--- src/rtl/mac_pkg.sv ---
// Shared MAC package: FSM state type, default term count and the
// controller strobe bundle. Also imported by the datapath comparator so
// both sides agree on the terminal count.
package mac_pkg;

  localparam int MAC_N_TERMS_DEFAULT = 50;
  localparam int MAC_CNT_W           = 8;

  typedef enum logic [2:0] {
    ST_IDLE    = 3'd0,
    ST_CLEAR   = 3'd1,
    ST_WAIT_OP = 3'd2,
    ST_ACC     = 3'd3,
    ST_CHECK   = 3'd4,
    ST_OUTPUT  = 3'd5,
    ST_HOLD    = 3'd6
  } mac_state_t;

  // Moore strobes decoded from the current state.
  typedef struct packed {
    logic in_ready;
    logic ld_acc;
    logic count_en;
    logic ld_out;
    logic ld_count;
    logic dp_clr;
    logic res_valid;
  } mac_strb_t;

endpackage

--- src/rtl/mac_term_counter.sv ---
// 8-bit term counter for the MAC controller.
//   clk, reset_n : clock, async active-low reset
//   clr          : synchronous clear (start of job)
//   en           : count one accumulated term
//   count        : current term count
//   at_term      : count == N_TERMS
module mac_term_counter
  import mac_pkg::*;
#(
  parameter int N_TERMS = MAC_N_TERMS_DEFAULT
) (
  input  logic                 clk,
  input  logic                 reset_n,
  input  logic                 clr,
  input  logic                 en,
  output logic [MAC_CNT_W-1:0] count,
  output logic                 at_term
);

  localparam logic [MAC_CNT_W-1:0] TERM = MAC_CNT_W'(N_TERMS);

  always_ff @(posedge clk or negedge reset_n) begin
    if (!reset_n)
      count <= '0;
    else if (clr)
      count <= '0;
    else if (en && count != '1)  // saturate; a job never needs more than 255
      count <= count + 1'b1;
  end

  assign at_term = (count == TERM);

endmodule

--- src/rtl/mac_controller.sv ---
// MAC job controller. Sequences the datapath through
// CLEAR -> (WAIT_OP -> ACC -> CHECK)* -> OUTPUT -> HOLD, one operand pair
// per term, and cross-checks the datapath terminal count against an
// internal term counter.
//   start/abort            : job request (IDLE only) / cancel
//   in_valid/in_ready      : operand pair handshake
//   tc                     : datapath terminal count
//   ld_a..ld_count, dp_clr : datapath strobes
//   busy, res_valid/res_ready, err : status, result handshake, sticky error
module mac_controller
  import mac_pkg::*;
#(
  parameter int N_TERMS = MAC_N_TERMS_DEFAULT
) (
  input  logic clk,
  input  logic reset_n,
  input  logic start,
  input  logic abort,
  input  logic in_valid,
  output logic in_ready,
  input  logic tc,
  output logic ld_a,
  output logic ld_b,
  output logic ld_acc,
  output logic ld_out,
  output logic count_en,
  output logic ld_count,
  output logic dp_clr,
  output logic busy,
  output logic res_valid,
  input  logic res_ready,
  output logic err
);

  mac_state_t           state, nxt;
  mac_strb_t            strb;
  logic                 abort_pend;
  logic [MAC_CNT_W-1:0] term_cnt;
  logic                 at_term;
  logic                 abort_hit;

  // abort is only honoured once a job is past its CLEAR
  assign abort_hit = abort && (state != ST_IDLE) && (state != ST_CLEAR);

  always_ff @(posedge clk or negedge reset_n) begin
    if (!reset_n) state <= ST_IDLE;
    else          state <= nxt;
  end

  always_comb begin
    nxt  = state;
    strb = '0;
    case (state)
      ST_IDLE:    if (start) nxt = ST_CLEAR;
      ST_CLEAR: begin
        strb.dp_clr = 1'b1;
        // an aborted job clears the datapath then parks
        nxt = abort_pend ? ST_IDLE : ST_WAIT_OP;
      end
      ST_WAIT_OP: begin
        strb.in_ready = 1'b1;
        if (in_valid) nxt = ST_ACC;
      end
      ST_ACC: begin
        strb.ld_acc   = 1'b1;
        strb.count_en = 1'b1;
        nxt = ST_CHECK;
      end
      ST_CHECK:   nxt = tc ? ST_OUTPUT : ST_WAIT_OP;
      ST_OUTPUT: begin
        strb.ld_out   = 1'b1;
        strb.ld_count = 1'b1;
        nxt = ST_HOLD;
      end
      ST_HOLD: begin
        strb.res_valid = 1'b1;
        if (res_ready) nxt = ST_IDLE;
      end
      default:    nxt = ST_IDLE;
    endcase
    if (abort_hit) nxt = ST_CLEAR;
  end

  // remembers that the upcoming CLEAR came from an abort
  always_ff @(posedge clk or negedge reset_n) begin
    if (!reset_n)              abort_pend <= 1'b0;
    else if (abort_hit)        abort_pend <= 1'b1;
    else if (state == ST_CLEAR) abort_pend <= 1'b0;
  end

  mac_term_counter #(.N_TERMS(N_TERMS)) u_cnt (
    .clk     (clk),
    .reset_n (reset_n),
    .clr     (state == ST_CLEAR),
    .en      (state == ST_ACC),
    .count   (term_cnt),
    .at_term (at_term)
  );

  // sticky: datapath tc must agree with our own term count
  always_ff @(posedge clk or negedge reset_n) begin
    if (!reset_n)                              err <= 1'b0;
    else if (state == ST_CHECK && tc != at_term) err <= 1'b1;
  end

  assign in_ready  = strb.in_ready;
  assign ld_a      = in_valid && (state == ST_WAIT_OP);
  assign ld_b      = in_valid && (state == ST_WAIT_OP);
  assign ld_acc    = strb.ld_acc;
  assign count_en  = strb.count_en;
  assign ld_out    = strb.ld_out;
  assign ld_count  = strb.ld_count;
  assign dp_clr    = strb.dp_clr;
  assign res_valid = strb.res_valid;
  assign busy      = (state != ST_IDLE);

endmodule

--- config.mk ---
export PLATFORM = sky130hd
export DESIGN_NAME = mac_controller
export DESIGN_NICKNAME = d
export VERILOG_FILES = /design/src/rtl/mac_pkg.sv /design/src/rtl/mac_term_counter.sv /design/src/rtl/mac_controller.sv
export SDC_FILE = /design/constraint.sdc
export NUM_CORES = 1
export LEC_CHECK = 0
export CORE_MARGIN = 8
export CORE_UTILIZATION = 42
export CTS_BUF_LIST = sky130_fd_sc_hd__clkbuf_4 sky130_fd_sc_hd__clkbuf_8 sky130_fd_sc_hd__clkbuf_16
export CTS_CLUSTER_DIAMETER = 100
export DETAILED_ROUTE_END_ITERATION = 7
export PLACE_DENSITY = 0.67
export SLEW_MARGIN = 20
export SYNTH_ARGS = -nofsm -noshare
export SYNTH_HDL_FRONTEND = slang
export SYNTH_SLANG_ARGS = --single-unit
--- constraint.sdc ---
create_clock -name clk -period 2.5 [get_ports clk]
set_input_delay 0.5 -clock clk [delete_from_list [all_inputs] [get_ports clk]]
set_output_delay 0.5 -clock clk [all_outputs]
set_load 0.05 [all_outputs]
After elaboration in Yosys (flattened, before gate mapping)
Cells that the tools add are included.
{"block": "totals", "ff_bits": 13, "output_inout_bits": 11, "elab_cells": 44}
{"block": "op_classes", "add_sub_neg": 1, "n_eq_ne": 13, "muxes": 16, "reduce_logical": 10}
{"op": "3-bit one-hot mux with 7 select lines", "count": 1}
{"op": "8-bit 2-to-1 mux", "count": 2}
{"op": "3-bit 2-to-1 mux", "count": 5}
{"op": "3-bit equality test, second input constant", "count": 3}
{"op": "3-bit != test, second input constant", "count": 3}
{"op": "8-bit by 1-bit adder with 8-bit output, second input constant", "count": 1}
{"op": "8-bit by 6-bit equality test with 1-bit output, second input constant", "count": 1}
{"op": "8-bit != test, second input constant", "count": 1}
{"op": "3-bit by 2-bit equality test with 1-bit output, second input constant", "count": 2}
{"op": "2-bit 2-to-1 mux", "count": 3}
{"op": "1-bit logical AND", "count": 5}
{"op": "1-bit 2-to-1 mux", "count": 5}
{"op": "2-bit nonzero test", "count": 2}
{"op": "3-bit by 1-bit equality test with 1-bit output, second input constant", "count": 1}
{"op": "3-bit logical NOT", "count": 1}
{"op": "3-bit by 1-bit != test with 1-bit output, second input constant", "count": 1}
{"op": "3-bit AND reduction", "count": 1}
{"op": "3-bit nonzero test", "count": 1}
{"op": "1-bit != test", "count": 1}

Logic depth before layout (Yosys ltp)
{"block": "logic_depth", "ltp_word": 5, "ltp_mapped": 5, "ltp_nobuf": 5}

By module
A second synthesis with hierarchy kept.
{"block": "hier_totals", "cells_unflattened": 92, "hier_area_um2": 877.1}
{"mod": "mac_term_counter", "n_inst": 1, "cells_each": 46, "area_each_um2": 460.4, "seq_area_each_um2": 200.2}
{"mod": "mac_controller", "n_inst": 1, "cells_each": 46, "area_each_um2": 416.6, "seq_area_each_um2": 125.1}

Worst setup path before layout
OpenSTA, ideal clock, no wires.
{"block": "synth_path", "path_type": "register to output", "startpoint": "reg state[1]", "endpoint": "out ld_b", "t_arrival_ns": 2.729, "required_ns": 2.000, "slack_ns": -0.729, "path_stages_with_launch": 5, "cell_sequence": "dfrtp_1 > clkbuf_2 > nor3b_1 > and2_1 > buf_4"}
{"block": "synth_between", "elab_chain_len": 2}
{"element": "from (decl)", "line": "mac_controller.sv:35", "text": "mac_state_t state, nxt;"}
{"element": "from (signal assigned)", "line": "mac_controller.sv:47", "text": "else state <= nxt;"}
{"element": "3-bit by 2-bit equality test with 1-bit output"}
{"element": "1-bit logical AND"}
{"element": "to (decl)", "line": "mac_controller.sv:23", "text": "output logic ld_b,"}
No other way between the ends.

Worst setup path in the final report
{"block": "layout_path", "startpoint": "reg state[0]", "endpoint": "out busy"}
{"block": "layout_between", "elab_chain_len": 1}
{"element": "3-bit nonzero test", "line": "mac_controller.sv:115", "text": "assign busy = (state != ST_IDLE);"}
{"element": "to (decl)", "line": "mac_controller.sv:29", "text": "output logic busy,"}
No other way between the ends.

==> reports/metrics.cfg <==
[routing]
vias=797
drtAntennaViolNets=0
via_per_inst=5.78
drc=0
avgRoutedWirePerCell_microns=14.8
drtIter0Drc=26
dr.pass1.iters=4
finalWirelength_microns=2050

[timing]
clock_skew_ns=0.00347
rsz0062_at_grt=false
max_freq_mhz=419
fin_crit_sh=0.955
timing.final.max_slew_violations=0
finalSetupViolations=0
hold_viol=0
slew_headroom=0.615
fin_crit_ns=2.39
tns_ns=0
tightestPinTransition_ns=0.576

[logic_synthesis]
seq_area_frac_synth=0.363
ys_ff_latch=13
synth_flop_cell=dfrtp_1
async_reset_ff_frac=1.00
yosysTopAreaCellShare=0.363
synth_cells=98
synth_area_leaders=dfrtp_1 36%, a211oi_1 4.2%, a21oi_1 3.4%, inv_1 2.9%, ha_1 2.8%
synth_edf_count=0
synth_warnings=0
synthesis.nets=107
syn_avg_cell_area_sq_um=9.14
synth_top_area_cell=dfrtp_1
synthDistinctLibCells=42
syn_area_sq_um=896

[layout]
nets=121
fillerInstances=173
ff_latch_area_sq_um=325
final_cell_mix=13 x dfrtp_1, 8 x clkdlybuf4s50_1, 7 x inv_1, 6 x a21oi_1
drive_above_1_share=0.180
diodes=0
final_common_cell=dfrtp_1
area_delta_synth_final_pct=27.7
multiInputGateArea_sq_um=493

[clocking]
hold_buffers=0
cts_buffer_depth=2
htreeDepth=1
postCtsSetupBuffers=0
root_buffer=clkbuf_4
cts_made_buffers=3
cts_tree=done
path_clk_slew_ns=0.08
clk_latency_ns=0.28
cts.sinks=13

[place]
numPortBuffers=17
dp_hpwl_microns=1540
place.gp.congestion=0.800

[grt]
grt_start_max_net_pins=16
antenna_found_initial=0
grt_first_pass_wirelength_microns=3460
grt_pass1_vias=729
grt_usage=0.104
gr-total-overflow=0

[power_and_ir_drop]
p_leak_nw=0.526
vdd_drop_max_mv=0.606
p_total_w=0.00108
power_per_cell_area_nw_per_um2=942

[setup_path]
critical_path_required_ns=2.00
cp-start-kind=flip-flop
worstPathArrival_ns=1.89
crit_fanout=12
cp-end-kind=primary output
setup.worst_path.class=reg -> out

[floorplanning]
boundaryPins=18
row_count=16
die_width_microns=62.2
core-area_sq_um=1980
initial_core_util=0.452
die_y_microns=62.2
dieArea_sq_um=3870

[outcome]
status=finished clean

[min_path]
hold_class=reg -> reg

[job]
cap_violations=0

routing by layer:
metal / GRT usage / up-vias / share of wire
met5: 0 / - / 0
met4: 0.0204 / 0 / 0.0039
met3: 0.0341 / 2 / 0.062
met2: 0.157 / 21 / 0.47
met1: 0.141 / 386 / 0.47
li1: - / 388 / -
cells by family (layout without fill, tap and decap cells):
logic type | Yosys count | count (layout) | synth area share
and+or+nand+nor | 37 | 37 | 0.270
AOI/OAI and AO/OA | 26 | 26 | 0.205
buffers and inverters | 17 | 30 | 0.0992
DFF | 13 | 13 | 0.363
muxes | 3 | 3 | 0.0349
adders and majority gates | 2 | 2 | 0.0279
report_power, final:
part	switching (W)	internal (W)	total (W)	leakage, nW
clock	0.0000714	0.0000727	0.000144	0.0184
sequential	0.0000661	0.000246	0.000312	0.171
combinational	0.000356	0.000265	0.000621	0.337
layout make-up:
cell class / count / share of cell area
clock buffer: 4 / 0.0263
tap: 27 / 0.0295
inverter: 7 / 0.0230
sequential: 13 / 0.284
multi-input combinational: 68 / 0.431
timing repair buffer: 19 / 0.206
critical path, stage by stage, from the launching register on:
cell,delay (ns)
dfrtp_1,0.51
or3_1,0.39
clkdlybuf4s50_1,0.71
flip-flops by register name, summed over array words and instances (netlist names):
register	flops
u_cnt.count	8
state	3
abort_pend	1
err	1
synthesized netlist by cell type (all sizes together) (3+ instances only):
cell type and number:
nor3 4, nor3b 4, nand3 3, a21oi 6, inv 7, a211oi 5
nor2b 3, dfrtp 13, buf 8, o21ai 4, and2 4, and3 5
through the flow:
step,cells,setup slack [ns],hold slack (ns),cell area [sq um],util
finish,138,0.112,0.487,1140,0.577
global route,138,0.0300,0.519,1140,0.577
CTS,138,0.0207,0.494,1140,0.574
detailed placement,134,0.333,0.473,1110,0.559
global placement,134,0.365,0.476,1110,0.559
floorplan,98,0.0485,0.204,907,-
repair_timing:
item	in CTS	in global routing
endpoints found under the setup margin	0	2
gates resized for setup	0	2
hold endpoints to repair	0	0
path summary, 6_finish.rpt:
path / start / to / slack [ns] / cells past startpoint
max: state[0]$_DFFE_PN0P_ / busy / 0.11 / 2
min: err$_DFFE_PN0P_ / err$_DFFE_PN0P_ / 0.49 / 2
max reg2reg: state[2]$_DFFE_PN0P_ / u_cnt.count[0]$_DFFE_PN0P_ / 0.64 / 5
min reg2reg: err$_DFFE_PN0P_ / err$_DFFE_PN0P_ / 0.49 / 2
max in group asynchronous: reset_n / abort_pend$_DFFE_PN0P_ / 1.54 / 1
min in group asynchronous: reset_n / u_cnt.count[3]$_DFFE_PN0P_ / 0.58 / 1
No activity file was read; power rests on OpenSTA's default activity.
